<file path="src/rtl/program_loader_if.sv">
// Loader bundle: byte stream in, start pulse, program-memory write port and CPU control/status.
// master = stream/host side, slave = the loader itself.
interface program_loader_if;
  logic [7:0]  byte_in;
  logic        byte_valid;
  logic        byte_ready;
  logic        start;
  logic [15:0] mem_address;
  logic [31:0] mem_data;
  logic        mem_we;
  logic        load_active;
  logic        cpu_reset;
  logic        done;
  logic        overflow;

  modport master (
    output byte_in, byte_valid, start,
    input  byte_ready, mem_address, mem_data, mem_we, load_active, cpu_reset, done, overflow
  );

  modport slave (
    input  byte_in, byte_valid, start,
    output byte_ready, mem_address, mem_data, mem_we, load_active, cpu_reset, done, overflow
  );
endinterface

</file>
<file path="src/rtl/program_loader.sv">
// Boot loader: packs a length-prefixed big-endian byte stream into 32-bit words, writes them
// from BASE_ADDR upward, then releases the memory port and, RELEASE_DELAY cycles later, the CPU.
module program_loader #(
  parameter logic [15:0] BASE_ADDR     = 16'h0000,
  parameter int          RELEASE_DELAY = 4
) (
  input  logic             clock,
  input  logic             reset,
  program_loader_if.slave  bus
);

  localparam int RW = (RELEASE_DELAY > 1) ? $clog2(RELEASE_DELAY) : 1;

  typedef enum logic [2:0] {
    LEN_HI,
    LEN_LO,
    DATA,
    WRITE,
    RELEASE,
    DONE
  } state_t;

  state_t        state;
  logic [15:0]   n_words;
  logic [15:0]   idx;
  logic [1:0]    byte_cnt;
  logic [23:0]   word_reg;
  logic [RW-1:0] rel_cnt;
  logic          take;
  logic          last_word;

  assign bus.byte_ready = (state == LEN_HI) || (state == LEN_LO) || (state == DATA);
  assign take           = bus.byte_valid & bus.byte_ready;
  assign last_word      = (16'(idx + 16'd1) == n_words);

  always_ff @(posedge clock or negedge reset) begin
    if (!reset) begin
      state           <= LEN_HI;
      n_words         <= 16'h0000;
      idx             <= 16'h0000;
      byte_cnt        <= 2'd0;
      word_reg        <= 24'h000000;
      rel_cnt         <= '0;
      bus.mem_we      <= 1'b0;
      bus.mem_address <= BASE_ADDR;
      bus.mem_data    <= 32'h0000_0000;
      bus.load_active <= 1'b1;
      bus.cpu_reset   <= 1'b1;
      bus.done        <= 1'b0;
      bus.overflow    <= 1'b0;
    end else begin
      case (state)
        LEN_HI: begin
          if (take) begin
            n_words[15:8] <= bus.byte_in;
            state         <= LEN_LO;
          end
        end

        LEN_LO: begin
          if (take) begin
            n_words[7:0] <= bus.byte_in;
            if ({n_words[15:8], bus.byte_in} == 16'h0000) begin
              state           <= RELEASE;
              bus.load_active <= 1'b0;
              rel_cnt         <= '0;
            end else begin
              state <= DATA;
            end
          end
        end

        DATA: begin
          // The 4th byte goes straight into mem_data so mem_we rises the cycle after it lands.
          if (take) begin
            if (byte_cnt == 2'd3) begin
              bus.mem_we      <= 1'b1;
              bus.mem_data    <= {word_reg, bus.byte_in};
              bus.mem_address <= BASE_ADDR + idx;
              byte_cnt        <= 2'd0;
              state           <= WRITE;
            end else begin
              word_reg <= {word_reg[15:0], bus.byte_in};
              byte_cnt <= byte_cnt + 2'd1;
            end
          end
        end

        WRITE: begin
          bus.mem_we <= 1'b0;
          idx        <= idx + 16'd1;
          if (last_word) begin
            state           <= RELEASE;
            bus.load_active <= 1'b0;
            rel_cnt         <= '0;
          end else begin
            state <= DATA;
            if (bus.mem_address == 16'hFFFF) begin
              bus.overflow <= 1'b1;
            end
          end
        end

        RELEASE: begin
          if (rel_cnt == RW'(RELEASE_DELAY - 1)) begin
            state         <= DONE;
            bus.cpu_reset <= 1'b0;
            bus.done      <= 1'b1;
          end else begin
            rel_cnt <= rel_cnt + 1'b1;
          end
        end

        DONE: begin
          if (bus.start) begin
            state           <= LEN_HI;
            bus.cpu_reset   <= 1'b1;
            bus.load_active <= 1'b1;
            bus.done        <= 1'b0;
            bus.overflow    <= 1'b0;
            idx             <= 16'h0000;
            byte_cnt        <= 2'd0;
          end
        end

        default: state <= LEN_HI;
      endcase
    end
  end

endmodule

</file>
<file path="src/flat_wrapper.sv">
// flat-port wrapper written by rule: the top's interface ports become plain ports
module program_loader_flat 
#(
  parameter logic [15:0] BASE_ADDR     = 16'h0000,
  parameter int          RELEASE_DELAY = 4
)
  (clock, reset, bus_byte_in, bus_byte_valid, bus_start, bus_byte_ready, bus_mem_address, bus_mem_data, bus_mem_we, bus_load_active, bus_cpu_reset, bus_done, bus_overflow);
  program_loader_if bus_i ();
  input  logic clock;
  input  logic reset;
  input wire logic [$bits(bus_i.byte_in)-1:0] bus_byte_in;
  input wire logic [$bits(bus_i.byte_valid)-1:0] bus_byte_valid;
  input wire logic [$bits(bus_i.start)-1:0] bus_start;
  output wire logic [$bits(bus_i.byte_ready)-1:0] bus_byte_ready;
  output wire logic [$bits(bus_i.mem_address)-1:0] bus_mem_address;
  output wire logic [$bits(bus_i.mem_data)-1:0] bus_mem_data;
  output wire logic [$bits(bus_i.mem_we)-1:0] bus_mem_we;
  output wire logic [$bits(bus_i.load_active)-1:0] bus_load_active;
  output wire logic [$bits(bus_i.cpu_reset)-1:0] bus_cpu_reset;
  output wire logic [$bits(bus_i.done)-1:0] bus_done;
  output wire logic [$bits(bus_i.overflow)-1:0] bus_overflow;
  assign bus_i.byte_in = bus_byte_in;
  assign bus_i.byte_valid = bus_byte_valid;
  assign bus_i.start = bus_start;
  assign bus_byte_ready = bus_i.byte_ready;
  assign bus_mem_address = bus_i.mem_address;
  assign bus_mem_data = bus_i.mem_data;
  assign bus_mem_we = bus_i.mem_we;
  assign bus_load_active = bus_i.load_active;
  assign bus_cpu_reset = bus_i.cpu_reset;
  assign bus_done = bus_i.done;
  assign bus_overflow = bus_i.overflow;
  program_loader #(.BASE_ADDR(BASE_ADDR), .RELEASE_DELAY(RELEASE_DELAY)) u_core (.clock(clock), .reset(reset), .bus(bus_i));
endmodule
</file>
<file path="config.mk">
export PLATFORM = sky130hd
export DESIGN_NAME = program_loader_flat
export DESIGN_NICKNAME = d
export VERILOG_FILES = /design/src/rtl/program_loader_if.sv /design/src/rtl/program_loader.sv /design/src/flat_wrapper.sv
export SDC_FILE = /design/constraint.sdc
export NUM_CORES = 1
export LEC_CHECK = 0
export CAP_MARGIN = 25
export CORE_ASPECT_RATIO = 0.75
export CORE_MARGIN = 2
export CORE_UTILIZATION = 45
export DETAILED_ROUTE_END_ITERATION = 16
export PLACE_DENSITY_LB_ADDON = 0.2
export SYNTH_ARGS = -nofsm -noshare
export SYNTH_HDL_FRONTEND = slang
export SYNTH_SLANG_ARGS = --single-unit
export TNS_END_PERCENT = 20
</file>
<file path="constraint.sdc">
create_clock -name clock -period 2.35 [get_ports clock]
set_clock_uncertainty 0.2 [all_clocks]
set_input_delay 0.5875 -clock clock [delete_from_list [all_inputs] [get_ports clock]]
set_output_delay 0.5875 -clock clock [all_outputs]
set_load 0.02 [all_outputs]
</file>
After elaboration in Yosys (flattened, before gate mapping)
Index checks and enable logic that the tools add are counted.
{"block": "word_totals", "rom_bits": 0, "regBits": 116, "mem_count": 0, "inputBits": 12, "word_cells": 97, "mem_bits_rw": 0, "latchBits": 0}
{"block": "op_classes", "div_mod_pow": 0, "mul": 0, "n_lt_le_gt_ge": 0, "n_bitwise": 2, "n_reduce_logical": 22, "eq_ne": 20, "muxes": 36, "shifts": 0, "add_sub_neg": 3}
{"op": "$pmux W16 S2", "count": 1}
{"op": "$mux W3", "count": 8}
{"op": "$pmux W3 S6", "count": 1}
{"op": "$add A16 B1 Y16 const B", "count": 1}
{"op": "$eq A16 B16 Y1", "count": 1}
{"op": "$eq A16 B16 Y1 const B", "count": 1}
{"op": "$logic_not A16 Y1", "count": 1}
{"op": "$mux W16", "count": 1}
{"op": "$reduce_and A3 Y1", "count": 5}
{"op": "$mux W2", "count": 7}
{"op": "$ne A2 B1 Y1 const B", "count": 6}
{"op": "$mux W1", "count": 11}
{"op": "$ne A2 B2 Y1 const B", "count": 5}
{"op": "$reduce_and A5 Y1", "count": 2}
{"op": "$pmux W1 S2", "count": 4}
{"op": "$reduce_bool A2 Y1", "count": 4}
{"op": "$eq A3 B2 Y1 const B", "count": 2}
{"op": "$eq A3 B3 Y1 const B", "count": 2}
{"op": "$pmux W2 S3", "count": 1}
{"op": "$reduce_and A2 Y1", "count": 3}
{"op": "$reduce_and A6 Y1", "count": 1}
{"op": "$reduce_bool A3 Y1", "count": 2}
{"op": "$add A2 B1 Y2 const B", "count": 2}
{"op": "$eq A2 B2 Y1 const B", "count": 2}
{"op": "other kinds (8)", "count": 9}

Depth between registers and ports, before layout
Gate-level depths: netlist of the first run.
{"block": "logic_depth", "ltp_word": 6, "ltp_mapped": 9, "ltp_nobuf": 7}

Least setup slack after synthesis of the first run
OpenSTA, ideal clock, no wires.
{"block": "synth_timing", "kind": "reg2reg", "start": "reg u_core.idx[0]", "end": "reg u_core.rel_cnt[0]", "path_stages_with_launch": 8, "required_ns": 2.003, "setup_ns": 0.147, "setup_slack_ns": -0.021, "arrival_ns": 2.024, "path_buffers": 0, "cell_sequence": "dfrtp_1 -> ha_1 -> nand2_1 -> nor4_2 -> xnor2_1 -> nand4_1 -> nor4b_4 -> a311oi_2"}
{"block": "synth_via", "elab_chain_cells": 4}
{"element": "from (decl)", "line_no": "program_loader.sv:25", "source": "logic [15:0] idx;"}
{"element": "from (signal assigned)", "line_no": "program_loader.sv:91", "source": "idx <= idx + 16'd1;"}
{"element": "$add A16 B1 Y16", "line_no": "program_loader.sv:34", "source": "assign last_word = (16'(idx + 16'd1) == n_words);"}
{"element": "$eq A16 B16 Y1", "line_no": "program_loader.sv:34"}
{"element": "$ne A2 B1 Y1 (no line)"}
{"element": "$reduce_and A5 Y1 (no line)"}
{"element": "to (signal assigned)", "line_no": "program_loader.sv:110", "source": "rel_cnt <= rel_cnt + 1'b1;"}
{"element": "to (decl)", "line_no": "program_loader.sv:28", "source": "logic [RW-1:0] rel_cnt;"}
Every way passes these cells.
A chain may end at the register's enable or synchronous reset.

Worst setup path in the final report of the first run
{"block": "layout_timing", "start": "reg u_core.idx[11]", "end": "reg u_core.state[1]"}
{"block": "layout_via", "elab_chain_cells": 4}
{"element": "$add A16 B1 Y16", "line_no": "program_loader.sv:34"}
{"element": "$eq A16 B16 Y1", "line_no": "program_loader.sv:34"}
{"element": "$mux W3", "line_no": "program_loader.sv:92", "source": "if (last_word) begin"}
{"element": "$pmux W3 S6", "line_no": "program_loader.sv:52", "source": "case (state)"}
{"element": "to (signal assigned)", "line_no": "program_loader.sv:38", "source": "state <= LEN_HI;"}
{"element": "to (signal assigned)", "line_no": "program_loader.sv:56", "source": "state <= LEN_LO;"}
{"element": "to (signal assigned)", "line_no": "program_loader.sv:93", "source": "state <= RELEASE;"}
{"element": "to (decl)", "line_no": "program_loader.sv:23", "source": "state_t state;"}
Every way passes these cells.

==> results of run 1 <==
## power by group through the flow
stage | registers [mW] | clock network [mW] | logic (mW)
after floorplan | 3.84 | 0 | 2.05
after detailed placement | 3.51 | 0 | 4.08
final | 3.51 | 2.60 | 4.16
after CTS | 3.49 | 2.64 | 4.11
after global placement | 3.47 | 0 | 4.00
after global routing | 3.63 | 2.75 | 4.48
## worst min-delay path, stage by stage (launching register included)
cell	delay, ns
sky130_fd_sc_hd__dfstp_2	0.37
sky130_fd_sc_hd__nand2_1	0.05
sky130_fd_sc_hd__a22oi_1	0.05
## timing repair
action                                  in CTS  in global routing
endpoints found under the hold margin       26                  0
endpoints found under the setup margin       7                  7
buffers inserted                             0                  5
hold buffers                                 1                  0
pin swaps                                    0                  9
gates resized for setup                      4                 18
## worst paths after layout
kind,start,end,slack [ns]
setup / recovery,u_core.idx[11]$_DFFE_PN0P_,u_core.state[1]$_DFFE_PN0P_,0.09
hold / removal,u_core.bus.load_active$_DFFE_PN1P_,u_core.bus.load_active$_DFFE_PN1P_,0.28
setup reg to reg,u_core.idx[11]$_DFFE_PN0P_,u_core.state[1]$_DFFE_PN0P_,0.09
hold reg to reg,u_core.bus.load_active$_DFFE_PN1P_,u_core.bus.load_active$_DFFE_PN1P_,0.28
max in group asynchronous,reset,u_core.bus.cpu_reset$_DFFE_PN1P_,0.87
min in group asynchronous,reset,u_core.bus.mem_address[0]$_DFFE_PN0P_,0.45
## area by class of cell
cell class | instances | area (um2) | area share [%]
flip-flops and latches | 116 | 2909 | 39.77
multi-input cells | 289 | 2344 | 32.04
repair buffers | 134 | 1241 | 16.97
clock buffers | 19 | 442.9 | 6.055
well taps | 162 | 202.7 | 2.771
clock inverters | 12 | 152.6 | 2.087
inverters | 6 | 22.52 | 0.3079
## routing by layer
metal	track usage (%)	vias up	wire, um
met5	0	-	0
met1	29.39	1973	5864
met3	5.205	13	511
met2	32.63	76	6110
met4	7.031	0	140
li1	-	1828	-
## stage by stage
stage	setup WS [ns]	area [um2]	setup TNS (ns)
floorplan	0.006574	5323	0
global placement	-0.2987	6580	-6.558
detailed placement	-0.3326	6580	-9.117
CTS	-0.03308	7198	-0.06302
global route	-0.04199	7315	-0.08282
finish	0.08671	7315	0
## placed cells by master (no fill, tap or decap), types with 4 or more instances in the layout
| cell type | count |
|---|---|
| sky130_fd_sc_hd__a21oi_1 | 8 |
| sky130_fd_sc_hd__buf_12 | 5 |
| sky130_fd_sc_hd__buf_4 | 62 |
| sky130_fd_sc_hd__clkbuf_16 | 17 |
| sky130_fd_sc_hd__clkdlybuf4s50_1 | 60 |
| sky130_fd_sc_hd__clkinvlp_4 | 4 |
| sky130_fd_sc_hd__dfrtp_1 | 111 |
| sky130_fd_sc_hd__inv_1 | 5 |
| sky130_fd_sc_hd__mux2_2 | 88 |
| sky130_fd_sc_hd__nand2_1 | 32 |
| sky130_fd_sc_hd__nand3_1 | 7 |
| sky130_fd_sc_hd__nand4_1 | 10 |
| sky130_fd_sc_hd__nor2_1 | 21 |
| sky130_fd_sc_hd__nor3_1 | 5 |
| sky130_fd_sc_hd__nor4_1 | 6 |
| sky130_fd_sc_hd__o21ai_0 | 37 |
| sky130_fd_sc_hd__o31ai_1 | 5 |
| sky130_fd_sc_hd__xnor2_1 | 11 |
| sky130_fd_sc_hd__xor2_1 | 13 |
## logic make-up (layout without fill, tap and decap cells)
group,Yosys count,in the layout
flip-flops,116,116
AND/OR/NAND/NOR,109,109
multiplexers,90,90
AO/OA/AOI/OAI,63,63
buffers and inverters,27,171
XOR/XNOR,24,24
adder cells (fa/ha/maj),3,3
## synth_stat cells (3+ instances only)
library cell	instances
sky130_fd_sc_hd__a21oi_1	8
sky130_fd_sc_hd__a22o_1	3
sky130_fd_sc_hd__buf_2	7
sky130_fd_sc_hd__buf_6	6
sky130_fd_sc_hd__clkbuf_1	6
sky130_fd_sc_hd__dfrtp_1	114
sky130_fd_sc_hd__ha_1	3
sky130_fd_sc_hd__inv_1	5
sky130_fd_sc_hd__mux2_2	88
sky130_fd_sc_hd__nand2_1	34
sky130_fd_sc_hd__nand3_1	7
sky130_fd_sc_hd__nand4_1	10
sky130_fd_sc_hd__nor2_1	22
sky130_fd_sc_hd__nor2b_1	3
sky130_fd_sc_hd__nor3_1	6
sky130_fd_sc_hd__nor4_1	10
sky130_fd_sc_hd__o21ai_0	37
sky130_fd_sc_hd__o31ai_1	5
sky130_fd_sc_hd__xnor2_1	11
sky130_fd_sc_hd__xor2_1	13
==> results by group, run 1 <==
Detailed routing
  – Initial drt markers: between 200 and 250
  – Number of nets with antenna violations after detailed routing: 0
  – Final routed wire length divided by cell count: 17.11 um
  – Router iterations before antenna repair: 4
  – Final routed DRC violation total: 0
  – Via density: 5.271
  – Via Count: between 3000 and 4000
  – Routed Wire Length: 12630 um

Final layout
  – Share of layout cells above drive strength 1: between 30 and 40%
  – Antenna diodes: 0
  – Area grow syn2layout: 37.59%
  – Final instance count without filler cells: 738
  – Final Net Count: 579
  – Count of fill cells added during filler insertion: a little under 900
  – Largest register FFs: 32
  – Post-Route Utilization: a little over three fifths

Synth
  – Sequential-to-total area share from yosys stat: 54.65%
  – Post-synthesis xor/xnor area fraction: 3.954%
  – Post-synth top flop: sky130_fd_sc_hd__dfrtp_1
  – Area contributors post-synth: sky130_fd_sc_hd__dfrtp_1, sky130_fd_sc_hd__mux2_2, sky130_fd_sc_hd__o21ai_0, sky130_fd_sc_hd__nand2_1, sky130_fd_sc_hd__xor2_1
  – Fraction of the mapped netlist area in adder cells: less than 1%
  – Per-instance average area after synthesis: 12.31 um2
  – Synthesized cell area: ~0.0053 mm2
  – Proportion of register bits with asynchronous set or reset after synthesis: 100.0%
  – Cell taking the most area after synthesis: sky130_fd_sc_hd__dfrtp_1
  – Number of enable flip-flop cells after synthesis: 0
  – Simple-gate share of the synthesized area: 11.44%
  – Distinct cells, synth: between 40 and 50
  – Dominant combinational cell family by area after synthesis: multiplexers
  – Mapped Cells: around 430
  – Area share of the leading cell type in the synthesized netlist: between 50% and 60%
  – Synthesized Nets: between 400 and 500
  – Share of cell area taken by muxes after synthesis: a little under a fifth
  – Synthesis-stage register bit count: 116
  – Synthesis Warnings: 0
  – Compound-cell area share of the yosys netlist: 7.178%

STA
  – Period utilisation layout: roughly 96%
  – Max-slew headroom at the worst pin: 72.24%
  – Setup repair after global routing missed its margin: yes
  – Period minus WS final: 2.263 ns
  – Max-slew violation total from the final report: 0
  – Endpoints failing hold: 0
  – Final setup viols: 0
  – Worst hold margin: 0.2843 ns
  – Slew of the pin with the lowest slew margin: 0.4163 ns
  – Peak clock frequency supported by timing: 0.4418 GHz

Clock network
  – Level count of the clock H-tree: 4
  – Num CTS Buffers: 17
  – CTS clk-pin slew, worst paths: 0.06 ns
  – Buffers from clock root to sink, at most: 2
  – Clock latency on the worst-skew pair: 0.41 ns
  – CTS sink count: about 120
  – Root cell of the clock tree: sky130_fd_sc_hd__clkbuf_16
  – CTS tree: yes

Floorplan
  – Core box area: roughly 0.012 mm2
  – Height of the chip: 98.13 um
  – Top-level port count: 66
  – Std-Cell Rows: 34
  – Initial cell density of the core: between 40% and 50%
  – Die Area: around 0.013 mm2
  – Chip Width: 129.5 um

Critical path
  – Crit path buf inv count: 2
  – Worst EP required: 2.42 ns
  – Type of element launching the critical path: flip-flop
  – Critical Path Max Stage Delay: 0.41 ns
  – Largest delay share family, worst path: simple AND/OR/NAND/NOR gates
  – Type of the worst setup path: flip-flop to flip-flop
  – Logic depth of the worst register-to-register path: 8
  – Number of logic stages on the critical path including buffering: 8
  – Type of element capturing the critical path: flip-flop
  – Ordered list of cells on the worst path: nand4_1 > buf_4 > nor4_4 > xnor2_1 > nand4_2 > nor4b_4 > buf_6 > a311oi_2
  – Slowest cell on crit path: sky130_fd_sc_hd__dfrtp_1
  – Data arrival time of the critical path: 2.33 ns
  – Largest fanout on the critical path: 6

Power
  – IR Drop Worst-Case VDD: between 0.0007 and 0.0008 V
  – Switching portion of total power: 34.24%
  – Internal power: roughly 6.8 mW
  – PwrDens: 1404 mW/mm2
  – Share of total power in sequential cells: 34.2%
  – Final Total Pwr: 10.27 mW
  – Total net switching power: 3.517 mW
  – Combinational share of power: 40.5%
  – Clock Power Share: roughly 25%
  – Leakage Power: 3.251 nW

Run
  – Max-cap violations: 0

Global route
  – Number of global-route vias before repair: 4024
  – Wire length of the first global-routing pass: approximately 21000 um
  – Sum of overflow across all layers after global routing: 0
  – Total routing resource utilization after global routing: between 20% and 30%
  – Largest net degree at the start of global routing: 44
  – Initial antenna violation count: 0

Min path
  – Worst min path class: flip-flop to flip-flop
  – Worst hold stages: 2

Place
  – Post-detail-place hpwl: 8665 um
  – Count of placed standard cells including taps: 701
  – Placer's final routability congestion estimate: 0.8484
  – Port-buffer cells: 65

Outcome
  – Result of the run: finished clean
Note: power is estimated with default switching activity, not from simulation.
==> inputs of run 2 (changes only) <==
--- a/config.mk
+++ b/config.mk
@@ -8,9 +8,10 @@
 export CAP_MARGIN = 25
 export CORE_ASPECT_RATIO = 0.75
 export CORE_MARGIN = 2
-export CORE_UTILIZATION = 45
+export CORE_UTILIZATION = 42
 export DETAILED_ROUTE_END_ITERATION = 16
 export PLACE_DENSITY_LB_ADDON = 0.2
+export SLEW_MARGIN = 10
 export SYNTH_ARGS = -nofsm -noshare
 export SYNTH_HDL_FRONTEND = slang
 export SYNTH_SLANG_ARGS = --single-unit
==> results by group, run 2 (synthesis results as in run 1) <==
Critical path
  – Capture instance of the worst register-to-register path: u_core.state[1]$_DFFE_PN0P_
  – Data arrival time of the critical path: 2.49 ns
  – Type of element launching the critical path: input port
  – Crit path from: bus_byte_in[5]
  – Slowest cell on crit path: sky130_fd_sc_hd__clkdlybuf4s50_1
  – Type of element capturing the critical path: flip-flop
  – Largest fanout on the critical path: 4
  – Ordered list of cells on the worst path: clkdlybuf4s50_1 > nor4_2 > buf_4 > and4_1 > or3b_2 > and2_1 > a311oi_2
  – Critical Path End: u_core.state[1]$_DFFE_PN0P_
  – Worst EP required: 2.46 ns
  – Worst-case register-to-register setup slack: around 0.02 ns
  – Critical Path Max Stage Delay: 0.56 ns
  – Type of the worst setup path: input port to flip-flop
  – Logic depth of the worst register-to-register path: 8
  – Worst flop-to-flop path startpoint: u_core.idx[12]$_DFFE_PN0P_

Final layout
  – Share of layout cells above drive strength 1: 36.93%
  – Count of fill cells added during filler insertion: roughly 1000
  – Largest register FFs: 32
  – Antenna diodes: 0
  – Area grow syn2layout: 36.76%
  – Design area: roughly 0.0073 mm2
  – Multi-input logic area: between 0.002 and 0.0025 mm2
  – Final Net Count: 568
  – Post-Route Utilization: 59.08%
  – Combined flip-flop and latch cell area: 0.002909 mm2
  – Leading cell types in the layout, fill and taps excluded: sky130_fd_sc_hd__dfrtp_1, sky130_fd_sc_hd__mux2_2, sky130_fd_sc_hd__clkdlybuf4s50_1
  – Final instance count without filler cells: 732
  – Most common cell after layout, fill and taps aside: sky130_fd_sc_hd__dfrtp_1

Place
  – Post-detail-place hpwl: 8476 um
  – Placer's final routability congestion estimate: 0.8286
  – Cell area after placement: 0.006520 mm2
  – Count of placed standard cells including taps: 698
  – Port-buffer cells: 65

STA
  – Setup TNS Final: -0.02285 ns
  – Max-slew headroom at the worst pin: 59.58%
  – Peak clock frequency supported by timing: 0.4214 GHz
  – Final setup viols: 1
  – Slew of the pin with the lowest slew margin: 0.6063 ns
  – Period utilisation layout: 101.0%
  – Endpoints failing hold: 0
  – Worst hold margin: 0.04934 ns
  – Period minus WS final: 2.373 ns
  – Worst Slack Setup Final: -0.02285 ns
  – Max-slew violation total from the final report: 0
  – Setup repair after global routing missed its margin: yes

Detailed routing
  – Via Count: between 3000 and 4000
  – Routed Wire Length: 12150 um
  – Via density: 5.247
  – Router iterations before antenna repair: 5
  – Final routed wire length divided by cell count: 16.60 um
  – Number of nets with antenna violations after detailed routing: 0
  – Final routed DRC violation total: 0
  – Initial drt markers: 191

Clock network
  – Buffers from clock root to sink, at most: 2
  – Clock latency on the worst-skew pair: ~0.4 ns
  – Root cell of the clock tree: sky130_fd_sc_hd__clkbuf_16
  – Num CTS Buffers: 17
  – Hold-fix buffers at CTS: 0
  – CTS tree: yes
  – CTS clk-pin slew, worst paths: roughly 0.06 ns
  – Level count of the clock H-tree: 4
  – CTS sink count: 116

Outcome
  – Result of the run: finished, violations left
  – Violations in the final reports: negative setup slack

Global route
  – Initial antenna violation count: 0
  – Number of global-route vias before repair: approximately 3800
  – Largest net degree at the start of global routing: 117
  – Wire length of the first global-routing pass: 20090 um
  – Sum of overflow across all layers after global routing: 0
  – Total routing resource utilization after global routing: 19.16%

Floorplan
  – Die Area: 0.01358 mm2
  – Chip Width: about 130 um
  – Height of the chip: 101.4 um
  – Top-level port count: 66
  – Core box area: ~0.012 mm2
  – Std-Cell Rows: 35
  – Initial cell density of the core: 43.20%

Power
  – Combinational share of power: 38.7%
  – Switching portion of total power: 33.41%
  – Share of total power in sequential cells: between 30% and 40%
  – Internal power: 6.926 mW
  – Clock Power Share: between 20% and 30%
  – Leakage Power: between 3 and 4 nW
  – PwrDens: approximately 1400 mW/mm2
  – Total net switching power: 3.475 mW
  – IR Drop Worst-Case VDD: 0.0007133 V

Min path
  – Worst min path class: input port to asynchronous set/reset pin

Run
  – Max-cap violations: 0
run 2: cell types whose count changed in the layout (fill, tap and decap cells not counted), moves of 2 or more:
cell | before | now
sky130_fd_sc_hd__clkinv_4 | 0 | 5
sky130_fd_sc_hd__bufinv_16 | 3 | 5
sky130_fd_sc_hd__buf_4 | 62 | 54
sky130_fd_sc_hd__clkinv_2 | 3 | 1
sky130_fd_sc_hd__clkinvlp_4 | 4 | 1
run 2: worst max-delay path: cells and delay by family:
family / cells / cell delay, ns
AND/OR/NAND/NOR: 4 / 0.97
AO/OA/AOI/OAI: 1 / 0.22
buffers and inverters: 2 / 0.70
run 2: layer usage:
| layer | up-vias | routed length [um] | global-route usage [%] |
|---|---|---|---|
| met5 | - | 0 | 0 |
| met4 | 0 | 182 | 7.365 |
| met3 | 15 | 455 | 3.654 |
| met2 | 81 | 5384 | 28.40 |
| met1 | 1935 | 6126 | 28.05 |
| li1 | 1810 | - | - |
run 2: repair_timing:
action / in CTS / in global routing
setup buffers: 0 / 2
gates resized for setup: 5 / 14
setup endpoints to repair: 8 / 8
endpoints found under the hold margin: 0 / 0
pin swaps: 1 / 4
run 2: worst min-delay path by stage:
stage                                          from                                    end  slack [ns]  depth (start not counted)
finish                                        reset  u_core.bus.mem_address[6]$_DFFE_PN0P_        0.05                          2
global route                                  reset  u_core.bus.mem_address[5]$_DFFE_PN0P_        0.11                          2
CTS                                           reset  u_core.bus.mem_address[7]$_DFFE_PN0P_         0.1                          2
detailed placement  u_core.word_reg[17]$_DFFE_PN0P_    u_core.bus.mem_data[25]$_DFFE_PN0P_        0.29                          1
global placement     u_core.byte_cnt[0]$_DFFE_PN0P_         u_core.byte_cnt[0]$_DFFE_PN0P_        0.28                          1
floorplan                                     reset            u_core.bus.done$_DFFE_PN0P_        0.09                          0
run 2: metrics by stage:
stage	setup slack, ns	power, mW
floorplan	0.006574	5.891
global placement	-0.4291	7.425
detailed placement	-0.4255	7.524
CTS	-0.002857	10.44
global route	-0.1483	11.00
finish	-0.02285	10.40
run 2: power groups by stage:
stage          sequential [mW]  combinational, mW  clock, mW
2_1_floorplan             3.84               2.05          0
3_3_place_gp              3.49               3.93          0
3_5_place_dp              3.53               4.00          0
4_1_cts                   3.51               4.03       2.91
5_1_grt                   3.63               4.37       3.00
6_report                  3.51               4.03       2.86
run 2: area by class of cell:
class	count	area share, %
clock buffer	18	6.040
clock inverter	14	3.080
inverter	6	0.3098
multi-input combinational	289	32.06
sequential	116	40.01
tap	166	2.857
timing repair buffer	123	15.64
==> inputs of run 3 (changes only) <==
--- a/config.mk
+++ b/config.mk
@@ -5,6 +5,7 @@
 export SDC_FILE = /design/constraint.sdc
 export NUM_CORES = 1
 export LEC_CHECK = 0
+export ABC_CLOCK_PERIOD_IN_PS = 2350
 export CAP_MARGIN = 25
 export CORE_ASPECT_RATIO = 0.75
 export CORE_MARGIN = 2
==> results of run 3 <==
The final DEF is identical to that of run 2; final timing and power are the same.
